<file path="src/rtl/goertzel_pkg.sv">
// Shared types and constants for the Goertzel sequencer and its register file.
package goertzel_pkg;

    typedef enum logic [2:0] {
        IDLE,
        CORDIC,
        WAIT_COEF,
        ACQ,
        FLUSH,
        DONE
    } seq_state_t;

    // Bit positions inside the 3-bit err status field
    localparam int ERR_CFG = 0;
    localparam int ERR_OVR = 1;
    localparam int ERR_TMO = 2;

    localparam logic [7:0] STATUS_CORDIC_MSK = 8'h01;
    localparam logic [7:0] STATUS_HERZEL_MSK = 8'h02;

endpackage

</file>
<file path="src/rtl/adc_strobe_sync.sv">
// Brings an asynchronous ADC strobe into the clk domain and captures the sample
// on the detected rising edge; stb is a one-cycle registered pulse.
module adc_strobe_sync #(
    parameter int SW = 8
) (
    input  logic          clk,
    input  logic          rstn,
    input  logic          clr,
    input  logic          adc_en,
    input  logic [SW-1:0] adc_data,
    output logic          stb,
    output logic [SW-1:0] data
);

    // [0],[1] metastability chain, [2] previous synchronized level
    logic [2:0] en_pipe;
    logic       rise;

    assign rise = en_pipe[1] & ~en_pipe[2];

    always_ff @(posedge clk or negedge rstn) begin
        if (!rstn) begin
            en_pipe <= '0;
            stb     <= 1'b0;
            data    <= '0;
        end else if (clr) begin
            en_pipe <= '0;
            stb     <= 1'b0;
            data    <= '0;
        end else begin
            en_pipe <= {en_pipe[1:0], adc_en};
            stb     <= rise;
            if (rise)
                data <= adc_data;
        end
    end

endmodule

</file>
<file path="src/rtl/goertzel_seq_ctrl.sv">
// Run sequencer for the Goertzel bank: clear, coefficient generation, sample
// capture of a latched length, then wait for every bin to report valid.
module goertzel_seq_ctrl
    import goertzel_pkg::*;
#(
    parameter int NF  = 12,
    parameter int SW  = 8,
    parameter int CW  = 32,
    parameter int TMO = 65535
) (
    input  logic          clk,
    input  logic          rstn,
    input  logic          soft_rst,
    input  logic          start,
    input  logic [CW-1:0] num_samp,
    output logic          cordic_start,
    input  logic          cordic_done,
    output logic          herz_clr,
    input  logic          adc_en,
    input  logic [SW-1:0] adc_data,
    input  logic          samp_ready,
    output logic          samp_valid,
    output logic [SW-1:0] samp_data,
    output logic          samp_last,
    input  logic [NF-1:0] herz_valid,
    output logic          busy,
    output logic          cordic_ok,
    output logic          herz_done,
    output logic [2:0]    err
);

    localparam int TW = $clog2(TMO + 1);

    seq_state_t    state, state_d;
    logic [CW-1:0] ns_q;
    logic [CW-1:0] cnt;
    logic [TW-1:0] tmo_cnt;
    logic          tmo_hit;
    logic          stb;
    logic [SW-1:0] sd;

    logic arm, set_cfg, set_tmo, set_ovr, set_hd, ack_coef, emit, last;

    adc_strobe_sync #(.SW(SW)) u_sync (
        .clk      (clk),
        .rstn     (rstn),
        .clr      (soft_rst),
        .adc_en   (adc_en),
        .adc_data (adc_data),
        .stb      (stb),
        .data     (sd)
    );

    assign tmo_hit = (tmo_cnt == TW'(TMO));

    always_ff @(posedge clk or negedge rstn) begin
        if (!rstn)         state <= IDLE;
        else if (soft_rst) state <= IDLE;
        else               state <= state_d;
    end

    always_comb begin
        state_d  = state;
        arm      = 1'b0;
        set_cfg  = 1'b0;
        set_tmo  = 1'b0;
        set_ovr  = 1'b0;
        set_hd   = 1'b0;
        ack_coef = 1'b0;
        emit     = 1'b0;
        last     = 1'b0;
        case (state)
            IDLE, DONE: begin
                if (start) begin
                    arm = 1'b1;
                    if (num_samp == '0) begin
                        set_cfg = 1'b1;
                        state_d = DONE;
                    end else begin
                        state_d = CORDIC;
                    end
                end
            end
            CORDIC: state_d = WAIT_COEF;
            WAIT_COEF: begin
                if (cordic_done) begin
                    ack_coef = 1'b1;
                    state_d  = ACQ;
                end else if (tmo_hit) begin
                    set_tmo = 1'b1;
                    state_d = DONE;
                end
            end
            ACQ: begin
                if (stb) begin
                    if (samp_ready) begin
                        emit = 1'b1;
                        if ((cnt + CW'(1)) == ns_q) begin
                            last    = 1'b1;
                            state_d = FLUSH;
                        end
                    end else begin
                        set_ovr = 1'b1;
                    end
                end
            end
            FLUSH: begin
                if (&herz_valid) begin
                    set_hd  = 1'b1;
                    state_d = DONE;
                end else if (tmo_hit) begin
                    set_tmo = 1'b1;
                    state_d = DONE;
                end
            end
            default: state_d = IDLE;
        endcase
    end

    // Clear and coefficient kick share the single CORDIC-state cycle
    assign cordic_start = (state == CORDIC);
    assign herz_clr     = (state == CORDIC);
    assign busy         = (state != IDLE) && (state != DONE);

    always_ff @(posedge clk or negedge rstn) begin
        if (!rstn) begin
            ns_q       <= '0;
            cnt        <= '0;
            tmo_cnt    <= '0;
            samp_valid <= 1'b0;
            samp_data  <= '0;
            samp_last  <= 1'b0;
            cordic_ok  <= 1'b0;
            herz_done  <= 1'b0;
            err        <= '0;
        end else if (soft_rst) begin
            ns_q       <= '0;
            cnt        <= '0;
            tmo_cnt    <= '0;
            samp_valid <= 1'b0;
            samp_data  <= '0;
            samp_last  <= 1'b0;
            cordic_ok  <= 1'b0;
            herz_done  <= 1'b0;
            err        <= '0;
        end else begin
            if (state_d != state) tmo_cnt <= '0;
            else if (!tmo_hit)    tmo_cnt <= tmo_cnt + TW'(1);

            samp_valid <= emit;
            samp_last  <= last;
            // Offset-binary to two's complement
            if (emit) begin
                samp_data <= {~sd[SW-1], sd[SW-2:0]};
                cnt       <= cnt + CW'(1);
            end

            if (arm) begin
                ns_q      <= num_samp;
                err       <= '0;
                cordic_ok <= 1'b0;
                herz_done <= 1'b0;
            end
            if (set_cfg) err[ERR_CFG] <= 1'b1;
            if (set_ovr) err[ERR_OVR] <= 1'b1;
            if (set_tmo) err[ERR_TMO] <= 1'b1;
            if (set_hd)  herz_done    <= 1'b1;
            if (ack_coef) begin
                cordic_ok <= 1'b1;
                cnt       <= '0;
            end
        end
    end

endmodule

</file>
<file path="config.mk">
export PLATFORM = sky130hd
export DESIGN_NAME = goertzel_seq_ctrl
export DESIGN_NICKNAME = d
export VERILOG_FILES = /design/src/rtl/goertzel_pkg.sv /design/src/rtl/adc_strobe_sync.sv /design/src/rtl/goertzel_seq_ctrl.sv
export SDC_FILE = /design/constraint.sdc
export NUM_CORES = 1
export LEC_CHECK = 0
export BUFFER_PORTS_ARGS = -buffer_cell sky130_fd_sc_hd__clkbuf_2
export CAP_MARGIN = 20
export CORE_UTILIZATION = 32
export CTS_CLUSTER_DIAMETER = 120
export DETAILED_ROUTE_END_ITERATION = 7
export SKIP_CTS_REPAIR_TIMING = 1
export SLEW_MARGIN = 20
export SYNTH_ARGS = -nofsm -noshare
export SYNTH_HDL_FRONTEND = slang
export SYNTH_SLANG_ARGS = --single-unit
</file>
<file path="constraint.sdc">
create_clock -name clk -period 3.5 [get_ports clk]
set_input_delay 0.875 -clock clk [delete_from_list [all_inputs] [get_ports clk]]
set_output_delay 0.875 -clock clk [all_outputs]
set_load 0.005 [all_outputs]
</file>
[Yosys cells after proc, flatten, opt, wreduce, memory -nomap -nowiden]
Cells that the tools add are included.
Word-level totals
  bits in registers: 110
  latch bits: 0
  bits in writable memories: 0
  bits in read-only memories: 0
  output and inout bits: 18
  memories: 0
Cells by class
  $add $sub $neg: 2
  multipliers: 0
  divide/modulo/power cells: 0
  order comparisons: 0
  equal/unequal tests: 10
  shift-type cells: 0
  mux-type cells: 59
  bitwise gates (word level): 3
  reductions and logical operators: 15
Operators by type and width (count)
  $mux W32: 5
  $mux W16: 3
  $mux W3: 12
  $mux W1: 33
  $add A32 B1 Y32 const B: 1
  $eq A32 B32 Y1: 1
  $logic_not A32 Y1: 1
  $mux W8: 4
  $reduce_bool A3 Y1: 7
  $add A16 B1 Y16 const B: 1
  $eq A16 B16 Y1 const B: 1
  $pmux W3 S5: 1
  $reduce_and A12 Y1: 1
  $eq A3 B2 Y1 const B: 2
  $eq A3 B3 Y1 const B: 2
  $reduce_bool A2 Y1: 3
  $eq A3 B1 Y1 const B: 1
  $logic_not A3 Y1: 1
  $ne A3 B2 Y1 const B: 1
  $ne A3 B3 Y1: 1
  $ne A3 B3 Y1 const B: 1
  $not A1 Y1: 2
  $pmux W1 S2: 1
  $reduce_or A2 Y1: 1
  other kinds (2): 2

[Depth between registers and ports, before layout]
  word-level depth: 9
  depth in mapped cells: 11

[Cells and area by module]
From an unflattened synthesis, not the netlist that was laid out.
Unflattened totals
  cell total of the unflattened synthesis: 721
  area, all modules: 6238.5 um^2
By module, submodules not included
  goertzel_seq_ctrl: instances 1, cells an instance 679, area each 5703.0 um^2
  adc_strobe_sync: instances 1, cells an instance 42, area each 535.5 um^2

[Worst setup path before layout]
No wires, ideal clock.
  path kind: flip-flop to flip-flop
  start point: register cnt[1]
  end point: register tmo_cnt[13]
  data arrival time: 2.895 ns
  data required time: 3.378 ns
  path slack: 0.484 ns
  stages on the path, launching flop included: 11
  buffers on the path: 1
  period minus slack after synthesis: 3.016 ns
  cells stage by stage: dfrtp_1 -> ha_1 -> nand3_1 -> nor4_1 -> nand2_1 -> xnor2_1 -> or4_1 -> a211o_1 -> nor3_4 -> buf_6 -> nor2_1
On the way
  longest elaborated chain between the ends: 9
  elaborated cells between the ends (all ways): 10
  classes of those cells: 1 x add/sub; 3 x eq/ne; 6 x mux
Ends and longest elaborated chain
  from (decl): line goertzel_seq_ctrl.sv:36  | logic [CW-1:0] cnt;
  from (signal assigned): line goertzel_seq_ctrl.sv:155  | cnt <= cnt + CW'(1);
  $add A32 B1 Y32 *: line goertzel_seq_ctrl.sv:98  | if ((cnt + CW'(1)) == ns_q) begin
  $eq A32 B32 Y1 *: line goertzel_seq_ctrl.sv:98
  $mux W3 *: line goertzel_seq_ctrl.sv:98
  $mux W3 *: line goertzel_seq_ctrl.sv:96  | if (samp_ready) begin
  $mux W3 *: line goertzel_seq_ctrl.sv:95  | if (stb) begin
  $pmux W3 S5 *: line goertzel_seq_ctrl.sv:72  | case (state)
  $ne A3 B3 Y1 *: line goertzel_seq_ctrl.sv:147  | if (state_d != state) tmo_cnt <= '0;
  $mux W16: line goertzel_seq_ctrl.sv:147
  $mux W16: line goertzel_seq_ctrl.sv:136  | end else if (soft_rst) begin
  to (signal assigned): line goertzel_seq_ctrl.sv:148  | else if (!tmo_hit) tmo_cnt <= tmo_cnt + TW'(1);
  to (decl): line goertzel_seq_ctrl.sv:37  | logic [TW-1:0] tmo_cnt;
Every way passes the cells marked *; elsewhere a longest branch is shown, timed or not.
A chain may end at the register's enable or synchronous reset.

[Final worst setup path]
  start point: register cnt[1]
  end point: register tmo_cnt[3]
Same word-level chain as after synthesis.

==> flow_summary.ini <==
[global_routing]
grt_max_degree = 52
grt_pass1_wl_um = 26170
grt_overflow_total = 0
tot_gr_track_use_pct = 16.72
antenna_found_initial = 0
grt_pass1_vias = 5096

[placed_design]
numPortBuffers = 76
detailedPlacementHpwl_um = 11410
detailed_place.area_um2 = 6819
routabilityCongestion = 0.8540

[final_layout]
diodes = 0
fin_nets = 852
fillerInstances = 1962
postLayoutCellArea_um2 = 7152
post_route_cells_drive_above_1_share_pct = 16.71
area_growth_syn_to_layout_pct = 16.16

[synth]
syn-num-nets = 788
postSynthAreaPerCell_um2 = 8.469
synth-main-ff-cell = dfrtp_1
count_of_flip_flops_with_a_built_in_enable_after_synthesis = 0
asyncSetResetFlopFracSynth_pct = 100.0
syn_area_um2 = 6157
synth.yosys.seq_area_share_pct = 44.71
synthDistinctLibCells = 57
postSynthRegisterBits = 110
ys.warnings.count = 0
post_synth_inst_count = 727

[worst_setup_path]
setup.worst_path.class = reg -> reg
worst-r2r-setup-slack_ps = 270
worst_r2r_startpoint = cnt[1]
worst-path-max-fanout = 16
critical_path.endpoint_type = flip-flop
crit_path_max_incr_delay_ps = 480
setup.worst_path.start_class = flip-flop
critical_path.reg2reg.endpoint = tmo_cnt[3]
critical_path_required_ps = 3750
timing.critical_path.cells = ha_2 -> nand3_1 -> nor4_1 -> buf_4 -> nand2_1 -> xnor2_1 -> or4_1 -> a211o_1 -> nor3_4 -> buf_4 -> nor2_1
worst_path_max_delay_cell = dfrtp_1
arrival_ps = 3480
cpMostUsedCell = buf_4
reg2reg_depth = 11

[worst_hold_path]
hold_path_class = reg -> reg
hold-path-endpoint = u_sync.stb
number_of_cells_on_the_worst_hold_path = 1
worst_hold_launch = u_sync.en_pipe[2]

[drt]
met3RoutedLength_um = 499
route.detailed.vias_per_inst = 5.238
firstDrtPassIters = 4
met1Wirelength_um = 7489
highest-signal-layer = met4
total_routed_length_um = 15900
remaining_drc_errors = 0
dr.first_iter.drc_count = 301
route.vias.total = 5395
antenna_left = 0
detailroute.wirelength.met2_um = 7608
wire_per_inst_um = 15.44

[die]
floorplan.rows = 50
fp.coreArea_um2 = 18770
start_util_pct = 32.81
die_h_um = 140.7
top_level_ports = 77
die-width_um = 140.7
die_area_um2 = 19800

[clock_tree]
clock_edge_transition_at_the_registers_on_the_reported_setup_and_hold_paths_ps = 80
cts_tree = built
ctsHtreeMaxLevel = 3
cts_sinks = 110
clock_tree.root_cell = clkbuf_16
cts_inserted_buffers = 9
cts.path.max_buffers = 2
source_to_sink_clock_delay_at_the_later_pin_of_the_worst_skew_pair_ps = 360

[power_and_ir_drop]
pwr-share-seq_pct = 49.9
power_frac_clock_pct = 38.6
leak_pwr_nw = 3.191
power_per_cell_area_nw_per_um2 = 377.5
irDropWorstVdd_uv = 226.4
p_sw_share_pct = 28.31
comb_power_share_pct = 11.5
power_report.internal_total_w = 0.001936
p_switching_w = 0.0007643

[sta]
final.setup_skew_ps = 10.58
setup_repair_after_global_routing_missed_its_margin = false
setup-tns-final_ps = 0
finalHoldViolations = 0
timing.fmax_mhz = 309.4
finalWorstPathRequiredPeriod_ps = 3232
max_slew_margin_pct = 43.93
timing.final.setup_violations = 0
maxSlewViolCount = 0
timing.final.crit_share_pct = 92.34
timing_worst_slew_pin_value_ps = 840.1

[outcome]
run_status = finished clean

[flow_run]
drv_cap = 0
-- sequential cells by signal, indices dropped and copies added (netlist names) --
signal	flops
samp_data	8
state	3
herz_done	1
samp_last	1
ns_q	32
err	3
cnt	32
cordic_ok	1
u_sync.stb	1
u_sync.data	8
u_sync.en_pipe	3
samp_valid	1
tmo_cnt	16
-- metrics by stage --
stage,total power [W],worst slack (ps),hold slack [ps],instances,util (%)
3_3_place_gp,0.001685,239.6,430.9,1014,36.33
4_1_cts,0.002728,146.9,451.2,1030,37.96
5_1_grt,0.002812,53.25,468.3,1030,38.11
2_1_floorplan,0.001545,483.6,416.5,727,-
3_5_place_dp,0.001686,168.3,440.2,1014,36.33
6_report,0.002700,268.2,446.0,1030,38.11
-- Yosys cell counts, drive strengths merged (2+ instances only) --
master / count / area (um2)
xor2: 24 / 210.2
o2111ai: 2 / 17.52
xnor2: 33 / 289.0
clkbuf: 33 / 125.1
and2: 8 / 50.05
nand2: 130 / 488.0
nor3: 18 / 106.4
mux2: 4 / 45.04
and3: 8 / 50.05
nand4: 24 / 171.4
and4: 4 / 35.03
ha: 2 / 25.02
o31ai: 14 / 105.1
a22o: 9 / 78.83
o21ai: 50 / 250.2
dfrtp: 110 / 2753
inv: 10 / 37.54
nor4b: 2 / 17.52
nand3: 41 / 210.2
buf: 11 / 61.31
a21oi: 62 / 310.3
a2111oi: 2 / 17.52
or4: 2 / 18.77
nand2b: 6 / 37.54
nor2b: 9 / 56.30
nor4: 18 / 133.9
or3: 5 / 31.28
o21a: 2 / 15.01
o41ai: 4 / 35.03
a31oi: 8 / 50.05
nor2: 59 / 221.5
-- logic make-up (layout without fill, tap and decap cells) --
group / Yosys count / after routing / synth area share [%]
flip-flops: 110 / 110 / 44.71
adder cells (fa/ha/maj): 2 / 2 / 0.4064
AO/OA/AOI/OAI: 162 / 162 / 15.44
XOR/XNOR: 57 / 57 / 8.108
buffers and inverters: 54 / 123 / 3.638
multiplexers: 5 / 5 / 0.8941
AND/OR/NAND/NOR: 337 / 337 / 26.80
-- layout make-up --
| cell class | instances | area [um2] | area share, % |
|---|---|---|---|
| Multi-Input combinational cell | 563 | 3211 | 44.89 |
| Sequential cell | 110 | 2753 | 38.49 |
| Timing Repair Buffer | 97 | 553.0 | 7.733 |
| Tap cell | 234 | 292.8 | 4.094 |
| Clock buffer | 9 | 225.2 | 3.149 |
| Clock inverter | 7 | 80.08 | 1.120 |
| Inverter | 10 | 37.54 | 0.5248 |
-- power by group through the flow --
stage	Sequential [W]	Combinational, W	Clock, W
finish	0.00135	0.000312	0.00104
CTS	0.00135	0.000315	0.00107
global placement	0.00137	0.000313	0
global route	0.00135	0.000350	0.00111
floorplan	0.00135	0.000191	0
detailed placement	0.00137	0.000314	0
-- cell usage in the layout (no fill, tap or decap), drive strengths merged, types with 5 or more instances in the layout --
master / instances
nor3: 18
inv: 12
and2: 8
o21ai: 50
nor2: 59
nand4: 24
a21oi: 62
o31ai: 14
xor2: 24
or3: 5
nor4: 18
dfrtp: 110
xnor2: 33
nand2b: 6
a22o: 9
nor2b: 9
clkbuf: 84
nand2: 130
and3: 8
nand3: 41
a31oi: 8
buf: 22
-- worst max-delay path by stage --
stage | start | endpoint | slack, ps | cells after the start
floorplan | cnt[1] | tmo_cnt[13] | 480 | 10
global placement | cnt[1] | tmo_cnt[1] | 240 | 11
detailed placement | cnt[1] | tmo_cnt[3] | 170 | 11
CTS | cnt[1] | tmo_cnt[3] | 150 | 11
global route | cnt[1] | tmo_cnt[6] | 50 | 11
finish | cnt[1] | tmo_cnt[3] | 270 | 11
-- critical path, delay by kind of cell (launching register included) --
family          cells  cell delay, ps
simple gates        6            1410
flops               1             480
buf+inv             2             440
compound gates      1             340
fa+ha+maj           1             290
xor+xnor            1             160
-- layer usage --
layer	vias up	GRT usage, %
li1	2692	-
met1	2584	22.59
met2	97	27.65
met3	22	1.800
met4	0	6.178
met5	-	0
No activity file was read; power rests on OpenSTA's default activity.
